### config.mk
export PLATFORM = sky130hd
export DESIGN_NAME = aes_sideload_guard
export DESIGN_NICKNAME = d
export VERILOG_FILES = /design/src/rtl/aes_sideload_guard.sv
export SDC_FILE = /design/constraint.sdc
export NUM_CORES = 1
export LEC_CHECK = 0
export ABC_AREA = 1
export BUFFER_PORTS_ARGS = -buffer_cell sky130_fd_sc_hd__buf_4
export CAP_MARGIN = 20
export CORE_AREA = 2 2 212 214
export CTS_BUF_LIST = sky130_fd_sc_hd__clkbuf_16
export DETAILED_ROUTE_END_ITERATION = 8
export DIE_AREA = 0 0 214 216
export HOLD_SLACK_MARGIN = 0.03
export PLACE_DENSITY_LB_ADDON = 0.08
export SLEW_MARGIN = 20
export SYNTH_ARGS = -nofsm -noshare
export SYNTH_HDL_FRONTEND = slang
export SYNTH_SLANG_ARGS = --single-unit
### constraint.sdc
create_clock -name clk_i -period 2.79 [get_ports clk_i]
set_clock_uncertainty 0.05 [all_clocks]
set_input_delay 0.558 -clock clk_i [delete_from_list [all_inputs] [get_ports clk_i]]
set_output_delay 0.558 -clock clk_i [all_outputs]
set_load 0.02 [all_outputs]
### src/rtl/aes_sideload_guard.sv
// Sideload key guard between keymgr and aes_core: forwards key pushes one cycle
// later and blocks forwarding once the same unmasked key repeats too often.
module aes_sideload_guard #(
  parameter int KeyWidth     = 128,
  parameter int RepeatThresh = 16,
  parameter int IdleCycles   = 1024,
  parameter int CntW         = $clog2(RepeatThresh + 1)
) (
  input  logic                clk_i,
  input  logic                rst_i,
  input  logic                key_valid_i,
  input  logic [KeyWidth-1:0] key_share0_i,
  input  logic [KeyWidth-1:0] key_share1_i,
  input  logic                clear_i,
  output logic                key_valid_o,
  output logic [KeyWidth-1:0] key_share0_o,
  output logic [KeyWidth-1:0] key_share1_o,
  output logic                alert_o,
  output logic [CntW-1:0]     repeat_cnt_o,
  output logic [15:0]         blocked_cnt_o
);

  localparam int IdleW = $clog2(IdleCycles + 1);

  typedef enum logic [1:0] {
    IDLE    = 2'd0,
    TRACK   = 2'd1,
    BLOCKED = 2'd2
  } state_e;

  state_e              state_r;
  logic [KeyWidth-1:0] last_key_r;
  logic [IdleW-1:0]    idle_cnt_r;
  logic [KeyWidth-1:0] key_s;
  logic                match_s;
  logic                rep_full_s;
  logic                idle_done_s;
  logic                blk_sat_s;

  assign key_s       = key_share0_i ^ key_share1_i;
  assign match_s     = (key_s == last_key_r);
  assign rep_full_s  = (repeat_cnt_o == CntW'(RepeatThresh));
  assign idle_done_s = (idle_cnt_r == IdleW'(IdleCycles - 1));
  assign blk_sat_s   = (blocked_cnt_o == 16'hFFFF);

  // Guard FSM with registered forwarding path, counters and sticky alert.
  always_ff @(posedge clk_i) begin
    if (rst_i) begin
      state_r       <= IDLE;
      last_key_r    <= '0;
      idle_cnt_r    <= '0;
      key_valid_o   <= 1'b0;
      key_share0_o  <= '0;
      key_share1_o  <= '0;
      alert_o       <= 1'b0;
      repeat_cnt_o  <= '0;
      blocked_cnt_o <= 16'h0000;
    end else begin
      key_valid_o <= 1'b0;
      if (clear_i) begin
        // A push coincident with clear is handled as the first push from IDLE.
        alert_o       <= 1'b0;
        repeat_cnt_o  <= '0;
        idle_cnt_r    <= '0;
        blocked_cnt_o <= 16'h0000;
        if (key_valid_i) begin
          key_valid_o  <= 1'b1;
          key_share0_o <= key_share0_i;
          key_share1_o <= key_share1_i;
          last_key_r   <= key_s;
          state_r      <= TRACK;
        end else begin
          state_r <= IDLE;
        end
      end else begin
        case (state_r)
          IDLE: begin
            if (key_valid_i) begin
              key_valid_o  <= 1'b1;
              key_share0_o <= key_share0_i;
              key_share1_o <= key_share1_i;
              last_key_r   <= key_s;
              repeat_cnt_o <= '0;
              idle_cnt_r   <= '0;
              state_r      <= TRACK;
            end else begin
              state_r <= IDLE;
            end
          end
          TRACK: begin
            if (key_valid_i) begin
              idle_cnt_r <= '0;
              if (!match_s) begin
                key_valid_o  <= 1'b1;
                key_share0_o <= key_share0_i;
                key_share1_o <= key_share1_i;
                last_key_r   <= key_s;
                repeat_cnt_o <= '0;
              end else if (!rep_full_s) begin
                key_valid_o  <= 1'b1;
                key_share0_o <= key_share0_i;
                key_share1_o <= key_share1_i;
                repeat_cnt_o <= repeat_cnt_o + CntW'(1);
              end else begin
                state_r <= BLOCKED;
                alert_o <= 1'b1;
                if (!blk_sat_s) begin
                  blocked_cnt_o <= blocked_cnt_o + 16'd1;
                end else begin
                  blocked_cnt_o <= blocked_cnt_o;
                end
              end
            end else if (idle_done_s) begin
              // Long silence: forget the repeat history.
              state_r      <= IDLE;
              repeat_cnt_o <= '0;
              idle_cnt_r   <= '0;
            end else begin
              idle_cnt_r <= idle_cnt_r + IdleW'(1);
            end
          end
          BLOCKED: begin
            alert_o <= 1'b1;
            if (key_valid_i && !blk_sat_s) begin
              blocked_cnt_o <= blocked_cnt_o + 16'd1;
            end else begin
              blocked_cnt_o <= blocked_cnt_o;
            end
          end
          default: begin
            state_r <= IDLE;
          end
        endcase
      end
    end
  end

endmodule

## After elaboration in Yosys (flattened, before gate mapping)

Cells that the tools add are included.
W data, S select, Z words.

| storage, ports and cells | value |
|---|---|
| flip-flop bits (word level) | 420 |
| input port bits | 260 |
| output and inout bits | 279 |
| word-level logic and storage cells | 98 |

| cells by class | value |
|---|---|
| add/subtract/negate cells | 3 |
| equal/unequal tests | 21 |
| multiplexer cells | 50 |
| bitwise logic cells | 1 |
| reductions and logical operators | 14 |

Operator list:

| kind | count |
|---|---|
| $mux W128 | 14 |
| $pmux W128 S2 | 3 |
| $eq A128 B128 Y1 | 1 |
| $xor A128 B128 Y128 | 1 |
| $mux W16 | 5 |
| $mux W11 | 3 |
| $pmux W16 S2 | 1 |
| $mux W5 | 5 |
| $pmux W11 S2 | 1 |
| $ne A4 B4 Y1 const B | 5 |
| $add A16 B1 Y16 const B | 1 |
| $eq A16 B16 Y1 const B | 1 |
| $ne A2 B2 Y1 const B | 7 |
| $reduce_and A4 Y1 | 3 |
| $add A11 B1 Y11 const B | 1 |
| $eq A11 B10 Y1 const B | 1 |
| $mux W2 | 5 |
| $pmux W5 S2 | 1 |
| $mux W1 | 9 |
| $ne A3 B3 Y1 const B | 3 |
| $pmux W2 S3 | 1 |
| $reduce_and A3 Y1 | 2 |
| $reduce_and A6 Y1 | 1 |
| $add A5 B1 Y5 const B | 1 |
| other kinds (11) | 13 |

## Longest topological paths before layout

| depth | value |
|---|---|
| depth after elaboration | 6 |
| mapped depth | 21 |
| mapped depth without buffers | 19 |

## Worst setup path after synthesis

Ideal clock, no wire load.

| timing path | value |
|---|---|
| path type | in2reg |
| start point | input key_share0_i[72] |
| end point | register last_key_r[100] |
| setup time | 0.113 ns |
| data arrival time | 2.208 ns |
| data required time | 2.627 ns |
| slack | 0.419 ns |
| stages | 19 |
| path buffers | 2 |
| cells stage by stage | or2_1 > nand2_1 > nand2_1 > nand2_1 > nand2_1 > nor2_1 > nand2_1 > nor2_1 > nand2_1 > nor2_4 > nand2_1 > inv_2 > nand2_1 > nand2_2 > buf_4 > buf_2 > nand2_1 > nand2_1 > nor2_1 |

| between the ends | value |
|---|---|
| word-level cells in the longest chain between the ends | 4 |

RTL lines:

| what | line | RTL |
|---|---|---|
| start, declared | 12 | `input logic [KeyWidth-1:0] key_share0_i,` |
| $xor A128 B128 Y128 | 40 | `assign key_s = key_share0_i ^ key_share1_i;` |
| $eq A128 B128 Y1 | 41 | `assign match_s = (key_s == last_key_r);` |
| $ne A3 B3 Y1 (no source line) | -- |  |
| $reduce_and A3 Y1 (no source line) | -- |  |
| end signal, assigned | 70 | `last_key_r <= key_s;` |
| end signal, assigned | 82 | `last_key_r <= key_s;` |
| end signal, assigned | 97 | `last_key_r <= key_s;` |
| end, declared | 32 | `logic [KeyWidth-1:0] last_key_r;` |

No other way between the ends.
A chain may end at the register's enable or synchronous reset.

## Final worst setup path

| timing path | value |
|---|---|
| start point | register last_key_r[50] |
| end point | register key_share1_o[43] |

| between the ends | value |
|---|---|
| word-level cells in the longest chain between the ends | 5 |
| elaborated cells between the ends (all ways) | 7 |
| classes of those cells | eq/ne (2); mux (4); reduce/logical (1) |

RTL lines:

| what | line | RTL |
|---|---|---|
| $eq A128 B128 Y1 (*) | 41 |  |
| $mux W128 | 93 | `if (!match_s) begin` |
| $mux W128 | 91 | `if (key_valid_i) begin` |
| $pmux W128 S2 | 76 | `case (state_r)` |
| $mux W128 | 60 | `if (clear_i) begin` |
| end signal, assigned | 69 | `key_share1_o <= key_share1_i;` |
| end signal, assigned | 81 | `key_share1_o <= key_share1_i;` |
| end signal, assigned | 96 | `key_share1_o <= key_share1_i;` |
| end, declared | 17 | `output logic [KeyWidth-1:0] key_share1_o,` |

Every way passes the cells marked *; elsewhere a longest branch is shown, timed or not. The select of a mux whose other input is x is not followed.

==> metrics.txt <==
setup TNS=0 ps; pin count of the biggest net entering global routing=81; Vias=22700; global-route wire length before repair=108000 um; Yosys reg bits=420; Tightest Pin Transition=727 ps; Synth Instances=3799; crit end category=register; Setup crit start kind=register; Layout Nets=4600; Hold Crit Start=rst_i; io pins=539; Slew Limit Fails=0; mux cell area share after synthesis=0; synth-to-layout area growth=29.7%; Synth Area in Adders=0.00227; CP dominant cell by count=nand2_1; WS Path Type=reg2reg; Post-Synth Simple-Gate Area=0.443; gpl congestion=0.924; Hold Fails Final Rpt=0; Worst VDD drop=0.413 mV; xor/xnor cell area share of the yosys netlist=0.0246; Avg Inst Size Synth=5.81 sq um; Die Height=216 um; vias per cell=4.57; relative slew slack=0.514; Worst-path clk slew=60 ps; CP Data Arrival Time=2920 ps; met2 Use GR=0.499; Chip Width=214 um; post-CTS setup buffers=0; synthesized cell area=0.0221 sq mm; Reg-to-Reg Start=last_key_r[50]; WP data required=3210 ps; highest clock rate=0.401 GHz; final antenna-violating net count=0; status=complete, no violations; H-tree depth=2; Warnings, synthesis=0; slowest cell delay on critical path=360 ps; slowest CP cell=dfxtp_1; clk_lat worst skew=590 ps; top_reg_cell synth=dfxtp_1; residual DRC count=0; TritonRoute pass-1 iters=5; main combinational cell family by area after synthesis=simple AND/OR/NAND/NOR gates; Buf/Inv on CP=4; Final setup viols=0; Initial Utilization=0.503; sequential share of the synthesized area=0.381; Final Core Density=0.653; Hold Crit Class=in2reg; Distinct cells, synth=31; largest area contributor in the netlist=dfxtp_1; LEAKAGE=16.0 nW; Post-synth EDFFs=0; share of cells above drive strength 1=0.160; top cell type's share of synthesized area=0.381; # rows=77; Root Driver=clkbuf_16; global route hottest layer=met2; critical-path maximum fanout=32; CP top delay family=simple AND/OR/NAND/NOR gates; RSZ-0062 raised after global routing=false; FFs w/ async S/R, synth=0; worst hold slack=152 ps; grt total ovfl=0; antenna violations before repair=2; core area=0.0438 sq mm; post-DP HPWL=52200 um; critical path, cell by cell=inv_1 > nand3_1 > nand2_1 > inv_1 > nand2_1 > nor2_1 > nand2_1 > nor2_1 > nand2_1 > nor2_4 > nand4_1 > nand2_8 > buf_12 > buf_12 > nand2_1 > nand2_1 > nor2_1; initial DRC count=1618; Resized cells post-CTS=0; Post-Syn Nets=4063; CTS tree=yes; IO buf count=538; fin worst setup slack=298 ps; Routed WL=67900 um; Synth Area in Compound Gates=0.0125; fin crit share=0.893; met3 usage=0.0606; CTS buffer count=47; Place WS=-188 ps; Synth area leaders=dfxtp_1 (38%), nand2_1 (24%), nor2_1 (15%); Max Cap Violations=0; CTS Sinks=420; Critical Path Start=last_key_r[50]; power density cells=585 mW/mm^2; DR WL/cell=13.7 um; Final min period=2490 ps; GRT met1 Usage=0.361; GR Util All Layers=0.291; die footprint=0.0462 sq mm; CTS Hold Bufs=0; vias in the first global route=20800; maximum clock path buffer count=3
==> cell usage in the layout, fill, tap and decap left out, types with 2 or more instances in the layout <==
cell / count
a21oi_1: 22
buf_12: 28
buf_4: 595
bufinv_16: 4
clkbuf_16: 47
clkinv_1: 12
clkinv_2: 11
dfxtp_1: 420
ha_1: 4
inv_1: 619
inv_2: 2
nand2_1: 1404
nand2_2: 2
nand2_8: 2
nand3_1: 142
nand3b_1: 15
nand4_1: 31
nor2_1: 891
nor2_4: 2
nor3_1: 9
nor4_1: 2
o21ai_0: 26
or2_1: 4
or2_2: 2
xnor2_1: 26
xor2_1: 36
==> power breakdown <==
| group | total, mW | switching (mW) | internal [mW] |
|---|---|---|---|
| registers | 6.80 | 0.278 | 6.52 |
| logic | 4.00 | 2.41 | 1.59 |
| clock network | 5.95 | 2.54 | 3.41 |
==> through the flow <==
stage | power [mW] | cells | area (sq um)
after floorplan | 9.21 | 3799 | 22100
after global placement | 10.9 | 4879 | 27200
after detailed placement | 10.9 | 4879 | 27200
after CTS | 16.9 | 4960 | 28600
after global routing | 17.7 | 4961 | 28600
final | 16.7 | 4961 | 28600
==> final timing paths <==
path | endpoint | slack [ps] | depth (start not counted)
hold / removal | state_r[0] | 150 | 2
setup / recovery | key_share1_o[43] | 300 | 17
setup reg to reg | key_share1_o[43] | 300 | 17
hold reg to reg | idle_cnt_r[10] | 420 | 2
==> logic make-up (layout without fill, tap and decap cells) <==
logic type | Yosys count | count (layout)
xor+xnor | 62 | 62
compound gates | 53 | 53
simple gates | 2508 | 2508
fa+ha+maj | 4 | 4
other cells | 0 | 1
flops | 420 | 420
buf+inv | 752 | 1321
==> layer usage <==
layer | part of all wire | up-vias | routed length (um)
li1 | - | 12100 | -
met1 | 0.43 | 9854 | 29200
met2 | 0.47 | 604 | 31900
met3 | 0.065 | 123 | 4430
met4 | 0.035 | 2 | 2390
met5 | 0.00024 | - | 16
==> state kept, by name (all words and copies together) (netlist names) <==
register / flops
alert_o: 1
blocked_cnt_o: 16
idle_cnt_r: 11
key_share0_o: 128
key_share1_o: 128
key_valid_o: 1
last_key_r: 128
repeat_cnt_o: 5
state_r: 2
==> synthesized netlist by cell type (2+ instances only) <==
cell type and count:
buf_4 30, inv_1 614, buf_2 50, or2_2 2, inv_2 3, nor4_1 2, o21ai_0 26, nand3_1 142
nand2_2 3, nand3b_1 15, nor2_4 2, nand4_1 31, xnor2_1 26, a21oi_1 22, nand2_1 1405, nor2_1 891
clkbuf_1 24, nor3_1 9, ha_1 4, or2_1 4, xor2_1 36, buf_1 30, dfxtp_1 420
==> area by class of cell <==
cell class | instances | area, sq um
clock inverter | 34 | 256
inverter | 617 | 2320
multi-input combinational | 2627 | 10700
timing repair buffer | 623 | 5030
sequential | 420 | 8410
antenna | 1 | 2.50
fill | 4227 | 15200
tap | 592 | 741
clock buffer | 47 | 1180
Note: power is estimated with default switching activity, not from simulation.
